--- config.mk ---
export PLATFORM = sky130hd
export DESIGN_NAME = nonce_scan_ctrl
export DESIGN_NICKNAME = d
export VERILOG_FILES = /design/src/rtl/nonce_scan_ctrl.sv
export SDC_FILE = /design/constraint.sdc
export NUM_CORES = 2
export LEC_CHECK = 0
export ABC_CLOCK_PERIOD_IN_PS = 4800
export CAP_MARGIN = 20
export CELL_PAD_IN_SITES_DETAIL_PLACEMENT = 1
export CELL_PAD_IN_SITES_GLOBAL_PLACEMENT = 1
export CORE_MARGIN = 4
export CORE_UTILIZATION = 30
export CTS_CLUSTER_SIZE = 28
export DETAILED_ROUTE_END_ITERATION = 8
export DONT_BUFFER_PORTS = 1
export GPL_TIMING_DRIVEN = 0
export HOLD_SLACK_MARGIN = 0.1
export PLACE_DENSITY_LB_ADDON = 0.1
export SLEW_MARGIN = 40
export SYNTH_ARGS = -nofsm -noshare
export SYNTH_HDL_FRONTEND = slang
export SYNTH_SLANG_ARGS = --single-unit
--- constraint.sdc ---
create_clock -name clk -period 4.8 [get_ports clk]
set_input_delay 0.96 -clock clk [delete_from_list [all_inputs] [get_ports clk]]
set_output_delay 0.96 -clock clk [all_outputs]
set_load 0.01 [all_outputs]
--- src/rtl/nonce_scan_ctrl.sv ---
// Nonce sweep engine: loads a 16-word block into a register-mapped sha256 core,
// substitutes a running nonce, reads the digest back and stops on the first digest <= target.
module nonce_scan_ctrl #(
    parameter int BITS         = 32,
    parameter int NONCE_IDX    = 3,
    parameter int DIGEST_WORDS = 8,
    parameter int CMP_WORDS    = 1,
    parameter int TIMEOUT_W    = 10
) (
    input  logic                         clk,
    input  logic                         reset_n,
    input  logic                         blk_we,
    input  logic [3:0]                   blk_addr,
    input  logic [BITS-1:0]              blk_wdata,
    input  logic                         start,
    input  logic                         abort,
    input  logic                         mode_224,
    input  logic [BITS-1:0]              nonce_start,
    input  logic [BITS-1:0]              nonce_end,
    input  logic [CMP_WORDS*BITS-1:0]    target,
    output logic                         busy,
    output logic                         done,
    output logic                         found,
    output logic                         timeout_err,
    output logic [BITS-1:0]              cur_nonce,
    output logic [BITS-1:0]              found_nonce,
    output logic [DIGEST_WORDS*BITS-1:0] digest_o,
    output logic [BITS-1:0]              hash_count,
    output logic                         sha_cs,
    output logic                         sha_we,
    output logic [7:0]                   sha_address,
    output logic [BITS-1:0]              sha_write_data,
    input  logic [BITS-1:0]              sha_read_data
);

    localparam int DW = DIGEST_WORDS * BITS;
    localparam int CW = CMP_WORDS * BITS;
    localparam logic [TIMEOUT_W-1:0] TO_LAST = {{(TIMEOUT_W-1){1'b1}}, 1'b0};

    typedef enum logic [2:0] {
        S_IDLE, S_LOAD, S_CTRL, S_SETTLE, S_POLL, S_READ, S_CMP
    } state_t;

    state_t                 state_q, state_d;
    logic [BITS-1:0]        buf_q [16];
    logic [BITS-1:0]        buf_d [16];
    logic [3:0]             idx_q, idx_d;
    logic [TIMEOUT_W-1:0]   to_q, to_d;
    logic                   mode_q, mode_d;
    logic [BITS-1:0]        nend_q, nend_d;
    logic [CW-1:0]          target_q, target_d;
    logic                   busy_q, busy_d;
    logic                   done_q, done_d;
    logic                   found_q, found_d;
    logic                   to_err_q, to_err_d;
    logic [BITS-1:0]        cur_q, cur_d;
    logic [BITS-1:0]        fnonce_q, fnonce_d;
    logic [DW-1:0]          digest_q, digest_d;
    logic [BITS-1:0]        hcnt_q, hcnt_d;
    logic                   hit;

    // Leading CMP_WORDS digest words, word0 most significant, as one unsigned value.
    assign hit = (digest_q[DW-1 -: CW] <= target_q);

    always_comb begin
        for (int i = 0; i < 16; i++) begin
            buf_d[i] = buf_q[i];
        end
        if (state_q == S_IDLE && blk_we) begin
            buf_d[blk_addr] = blk_wdata;
        end
    end

    always_comb begin
        state_d        = state_q;
        idx_d          = idx_q;
        to_d           = to_q;
        mode_d         = mode_q;
        nend_d         = nend_q;
        target_d       = target_q;
        busy_d         = busy_q;
        done_d         = done_q;
        found_d        = found_q;
        to_err_d       = to_err_q;
        cur_d          = cur_q;
        fnonce_d       = fnonce_q;
        digest_d       = digest_q;
        hcnt_d         = hcnt_q;
        sha_cs         = 1'b0;
        sha_we         = 1'b0;
        sha_address    = 8'h00;
        sha_write_data = '0;

        case (state_q)
            S_IDLE: begin
                if (start && !abort) begin
                    mode_d   = mode_224;
                    nend_d   = nonce_end;
                    target_d = target;
                    cur_d    = nonce_start;
                    hcnt_d   = '0;
                    done_d   = 1'b0;
                    found_d  = 1'b0;
                    to_err_d = 1'b0;
                    busy_d   = 1'b1;
                    idx_d    = 4'd0;
                    state_d  = S_LOAD;
                end
            end
            S_LOAD: begin
                sha_cs         = 1'b1;
                sha_we         = 1'b1;
                sha_address    = 8'h10 + {4'h0, idx_q};
                sha_write_data = (idx_q == 4'(NONCE_IDX)) ? cur_q : buf_q[idx_q];
                idx_d          = idx_q + 4'd1;
                if (idx_q == 4'd15) begin
                    state_d = S_CTRL;
                end
            end
            S_CTRL: begin
                sha_cs         = 1'b1;
                sha_we         = 1'b1;
                sha_address    = 8'h08;
                sha_write_data = {{(BITS-3){1'b0}}, ~mode_q, 2'b01};
                state_d        = S_SETTLE;
            end
            S_SETTLE: begin
                to_d    = '0;
                state_d = S_POLL;
            end
            S_POLL: begin
                sha_cs      = 1'b1;
                sha_address = 8'h09;
                if (sha_read_data[0] && sha_read_data[1]) begin
                    to_d    = '0;
                    idx_d   = 4'd0;
                    state_d = S_READ;
                end else begin
                    to_d = to_q + 1'b1;
                    if (to_q == TO_LAST) begin
                        to_err_d = 1'b1;
                        done_d   = 1'b1;
                        busy_d   = 1'b0;
                        state_d  = S_IDLE;
                    end
                end
            end
            S_READ: begin
                sha_cs      = 1'b1;
                sha_address = 8'h20 + {4'h0, idx_q};
                digest_d[(DIGEST_WORDS-1-int'(idx_q))*BITS +: BITS] = sha_read_data;
                idx_d       = idx_q + 4'd1;
                if (idx_q == 4'(DIGEST_WORDS-1)) begin
                    state_d = S_CMP;
                end
            end
            S_CMP: begin
                hcnt_d = hcnt_q + BITS'(1);
                if (hit) begin
                    found_d  = 1'b1;
                    fnonce_d = cur_q;
                    done_d   = 1'b1;
                    busy_d   = 1'b0;
                    state_d  = S_IDLE;
                end else if (cur_q == nend_q) begin
                    done_d  = 1'b1;
                    busy_d  = 1'b0;
                    state_d = S_IDLE;
                end else begin
                    cur_d   = cur_q + BITS'(1);
                    idx_d   = 4'd0;
                    state_d = S_LOAD;
                end
            end
            default: state_d = S_IDLE;
        endcase

        // Abort outranks anything the current state decided, including a hit in CMP.
        if (abort && state_q != S_IDLE) begin
            state_d  = S_IDLE;
            busy_d   = 1'b0;
            done_d   = 1'b1;
            found_d  = 1'b0;
            to_err_d = to_err_q;
            fnonce_d = fnonce_q;
            hcnt_d   = hcnt_q;
            cur_d    = cur_q;
        end
    end

    always_ff @(posedge clk or negedge reset_n) begin
        if (!reset_n) begin
            state_q  <= S_IDLE;
            for (int i = 0; i < 16; i++) begin
                buf_q[i] <= '0;
            end
            idx_q    <= '0;
            to_q     <= '0;
            mode_q   <= 1'b0;
            nend_q   <= '0;
            target_q <= '0;
            busy_q   <= 1'b0;
            done_q   <= 1'b0;
            found_q  <= 1'b0;
            to_err_q <= 1'b0;
            cur_q    <= '0;
            fnonce_q <= '0;
            digest_q <= '0;
            hcnt_q   <= '0;
        end else begin
            state_q  <= state_d;
            for (int i = 0; i < 16; i++) begin
                buf_q[i] <= buf_d[i];
            end
            idx_q    <= idx_d;
            to_q     <= to_d;
            mode_q   <= mode_d;
            nend_q   <= nend_d;
            target_q <= target_d;
            busy_q   <= busy_d;
            done_q   <= done_d;
            found_q  <= found_d;
            to_err_q <= to_err_d;
            cur_q    <= cur_d;
            fnonce_q <= fnonce_d;
            digest_q <= digest_d;
            hcnt_q   <= hcnt_d;
        end
    end

    assign busy        = busy_q;
    assign done        = done_q;
    assign found       = found_q;
    assign timeout_err = to_err_q;
    assign cur_nonce   = cur_q;
    assign found_nonce = fnonce_q;
    assign digest_o    = digest_q;
    assign hash_count  = hcnt_q;

endmodule

==> results.yml <==
cts:
  cts_buffers: 113
  clk_path_buf_depth: 3
  ctsHtreeMaxLevel: 3
  path_clk_slew_ns: 0.06
  tritoncts: "built"
  cts_setup_buffers: 0
  clkSinkCount: 950
  clkLatencyLatePin_ns: 0.73
  clockRootBuffer: "clkbuf_16"
worst_hold_path:
  hp-class: "input port to register"
  worstHoldPathCells: 2
  hold_path_end: "nend_q[22]"
  hp-start: "nonce_end[22]"
power:
  power_density_mw_per_mm2: 679
  power.internal_mw: 21.3
  finalPower_mw: 33.4
  power_switching_mw: 12.1
  vdd_drop_max_v: 0.000324
  seqPwrFrac: 0.420
  clockPowerShare: 0.276
  power_frac_comb: 0.304
  swShare: 0.362
  p_leak_nw: 21.9
routing:
  detail_route.wl_per_cell_um: 29.4
  drt-vias-per-instance: 5.11
  drc: 0
  wl_mm: 165
  drt-initial-drc-count: 1691
  via_count: 28700
  first_pass_iters: 5
  ant_nets: 0
logic_synthesis:
  synth.most_common_cell: "dfrtp_1"
  ys_ff_latch: 950
  ys_warn_count: 0
  yosys-top-cells-area: "dfrtp_1 56%, mux2_2 14%, mux4_2 6.9%"
  yosysTopAreaCell: "dfrtp_1"
  seq_area_frac_synth: 0.562
  synth_edf_count: 0
  yosysUniqueCellTypes: 82
  syn_area_mm2: 0.0423
  synth.avg_cell_area_um2: 12.1
  synthArstFlopShare: 1.00
  synthTopCellsByCount: "950 x dfrtp_1, 691 x nand2_1, 538 x mux2_2, 337 x o21ai_0, 152 x clkbuf_1"
  synth_ff_type: "dfrtp_1"
  postSynthCellCount: 3507
  synth_top_area_share: 0.562
global_routing:
  grt_pass1_vias: 31000
  grt_overflow_total: 0
  grt_start_max_net_pins: 132
  grt_usage: 0.221
  antenna_found_initial: 20
  grt_pass1_wl_mm: 236
setup_path:
  rr_startpoint: "idx_q[1]"
  critPathSlowestCell: "a21oi_2"
  end_kind: "output pin"
  reg2reg_slack_ns: 0.25
  worstPathMaxFanout: 10
  cp_slowest_stage_delay_ns: 0.46
  reg2reg_to: "digest_o[87]"
  crit_required_ns: 3.84
  reg2regPathDepth: 15
  crit_type: "register to output pin"
  worstPathCellList: "clkbuf_2, clkinvlp_4, nand3_1, clkbuf_1, o21ai_0, a21oi_2"
  arrival_ns: 3.64
  start_kind: "register"
layout:
  design_area_mm2: 0.0491
  area_growth_pct: 16.2
  final_nets: 3847
  drive_above_1_share: 0.270
  fin_util: 0.351
  fin_cells: 5613
placed_design:
  dp_cells: 5394
  io_buffers: 0
  dpl_cell_area_mm2: 0.0450
  dp_hpwl_mm: 119
  globalplace.congestion: 0.823
sta:
  finalCritPeriodShare: 0.958
  rsz0062_at_grt: "false"
  slew_viol_final: 0
  hold_violations: 0
  max_clock_freq_mhz: 217
  tightest_slew_ns: 0.884
  max_slew_margin: 0.404
  clock_skew_ns: 0.0323
  setup_viol: 0
  fin_crit_ns: 4.60
floorplan:
  die_area_mm2: 0.147
  rows: 137
  pin_count: 568
  die_w_um: 383
  fp.dieH_um: 383
  core-area_mm2: 0.140
  start_util: 0.303
job:
  maxCapViolCount: 0
run_status:
  outcome: "finished clean"
-- worst max-delay path, delay by kind of cell, from the launching register on --
kind	cells	cell delay, ns
AO/OA/AOI/OAI	2	0.90
buffers and inverters	3	1.31
flip-flops	1	0.35
AND/OR/NAND/NOR	1	0.33
-- worst max path at each step --
| stage | from | end | slack [ns] |
|---|---|---|---|
| floorplan | idx_q[1] | digest_o[68] | 1.30 |
| global placement | idx_q[1] | digest_o[80] | -0.50 |
| detailed placement | idx_q[1] | digest_o[84] | -0.55 |
| CTS | idx_q[0] | sha_write_data[13] | 0.006 |
| global route | idx_q[1] | sha_write_data[22] | 0.003 |
| finish | idx_q[3] | sha_write_data[9] | 0.20 |
-- per-stage QoR --
stage               worst slack [ns]  hold WS (ns)  TNS, ns
floorplan                       1.30         0.446        0
global placement              -0.500         0.475   -41.15
detailed placement            -0.546         0.483   -44.07
CTS                          0.00594         0.171        0
global route                 0.00345         0.291        0
finish                         0.201         0.333        0
-- kinds of logic after synthesis --
logic type      after synthesis  share of synthesized area
flops                       950                      0.562
buf+inv                     294                     0.0284
compound gates              526                     0.0726
fa+ha+maj                    42                     0.0124
simple gates                950                     0.0953
other cells                   1                  0.0000887
xor+xnor                     65                     0.0135
mux                         679                      0.215
-- power groups by stage --
stage	Clock, mW	Combinational (mW)	Sequential [mW]
6_report	9.21	10.2	14.0
5_1_grt	9.81	11.2	14.4
4_1_cts	9.48	10.4	14.0
3_5_place_dp	0	10.3	14.2
3_3_place_gp	0	9.89	14.1
2_1_floorplan	0	7.12	12.9
-- metal layers --
metal,track usage,wire length (um)
met1,0.268,66000
met5,0,43
met3,0.0811,14200
met2,0.366,79100
met4,0.0714,5730
-- sequential cells by signal, summed over array words and instances, names as in the netlist, 3 cells and up --
| register | count |
|---|---|
| buf_q | 512 |
| cur_nonce | 32 |
| digest_o | 256 |
| found_nonce | 32 |
| hash_count | 32 |
| idx_q | 4 |
| nend_q | 32 |
| state_q | 3 |
| target_q | 32 |
| to_q | 10 |
-- cell type report --
class,instances,area (um2)
Timing Repair Buffer,12,297
Fill cell,15000,90600
Clock inverter,43,777
Tap cell,1876,2350
Buffer,250,1120
Antenna cell,15,37.5
Multi-Input combinational cell,2264,17400
Inverter,44,169
Sequential cell,950,23800
Clock buffer,159,3200
-- cells in the final DEF, fill, tap and decap left out, types with 11 or more instances in the layout --
cell         n
buf_2       68
xor2_1      57
clkbuf_1   155
nor2_1      84
nand3_1     41
nor4_1      11
bufinv_16   16
clkbuf_8    20
nor2b_1     12
a21oi_1     49
nand2_1    691
nand4_1     27
clkbuf_2    24
buf_1       13
and3_1      22
diode_2     15
o21ai_0    334
a21oi_2     15
mux2_2     538
clkinv_2    12
o221ai_1    30
mux4_2     130
dfrtp_1    950
ha_1        42
o211ai_1    14
clkbuf_16  113
inv_1       42
-- what timing repair did --
item,CTS,global route
pin swaps,0,0
endpoints found under the setup margin,173,36
hold buffers,0,1
resized for setup,21,14
endpoints found under the hold margin,0,47
cloned,0,0
Note: power is estimated with default switching activity, not from simulation.
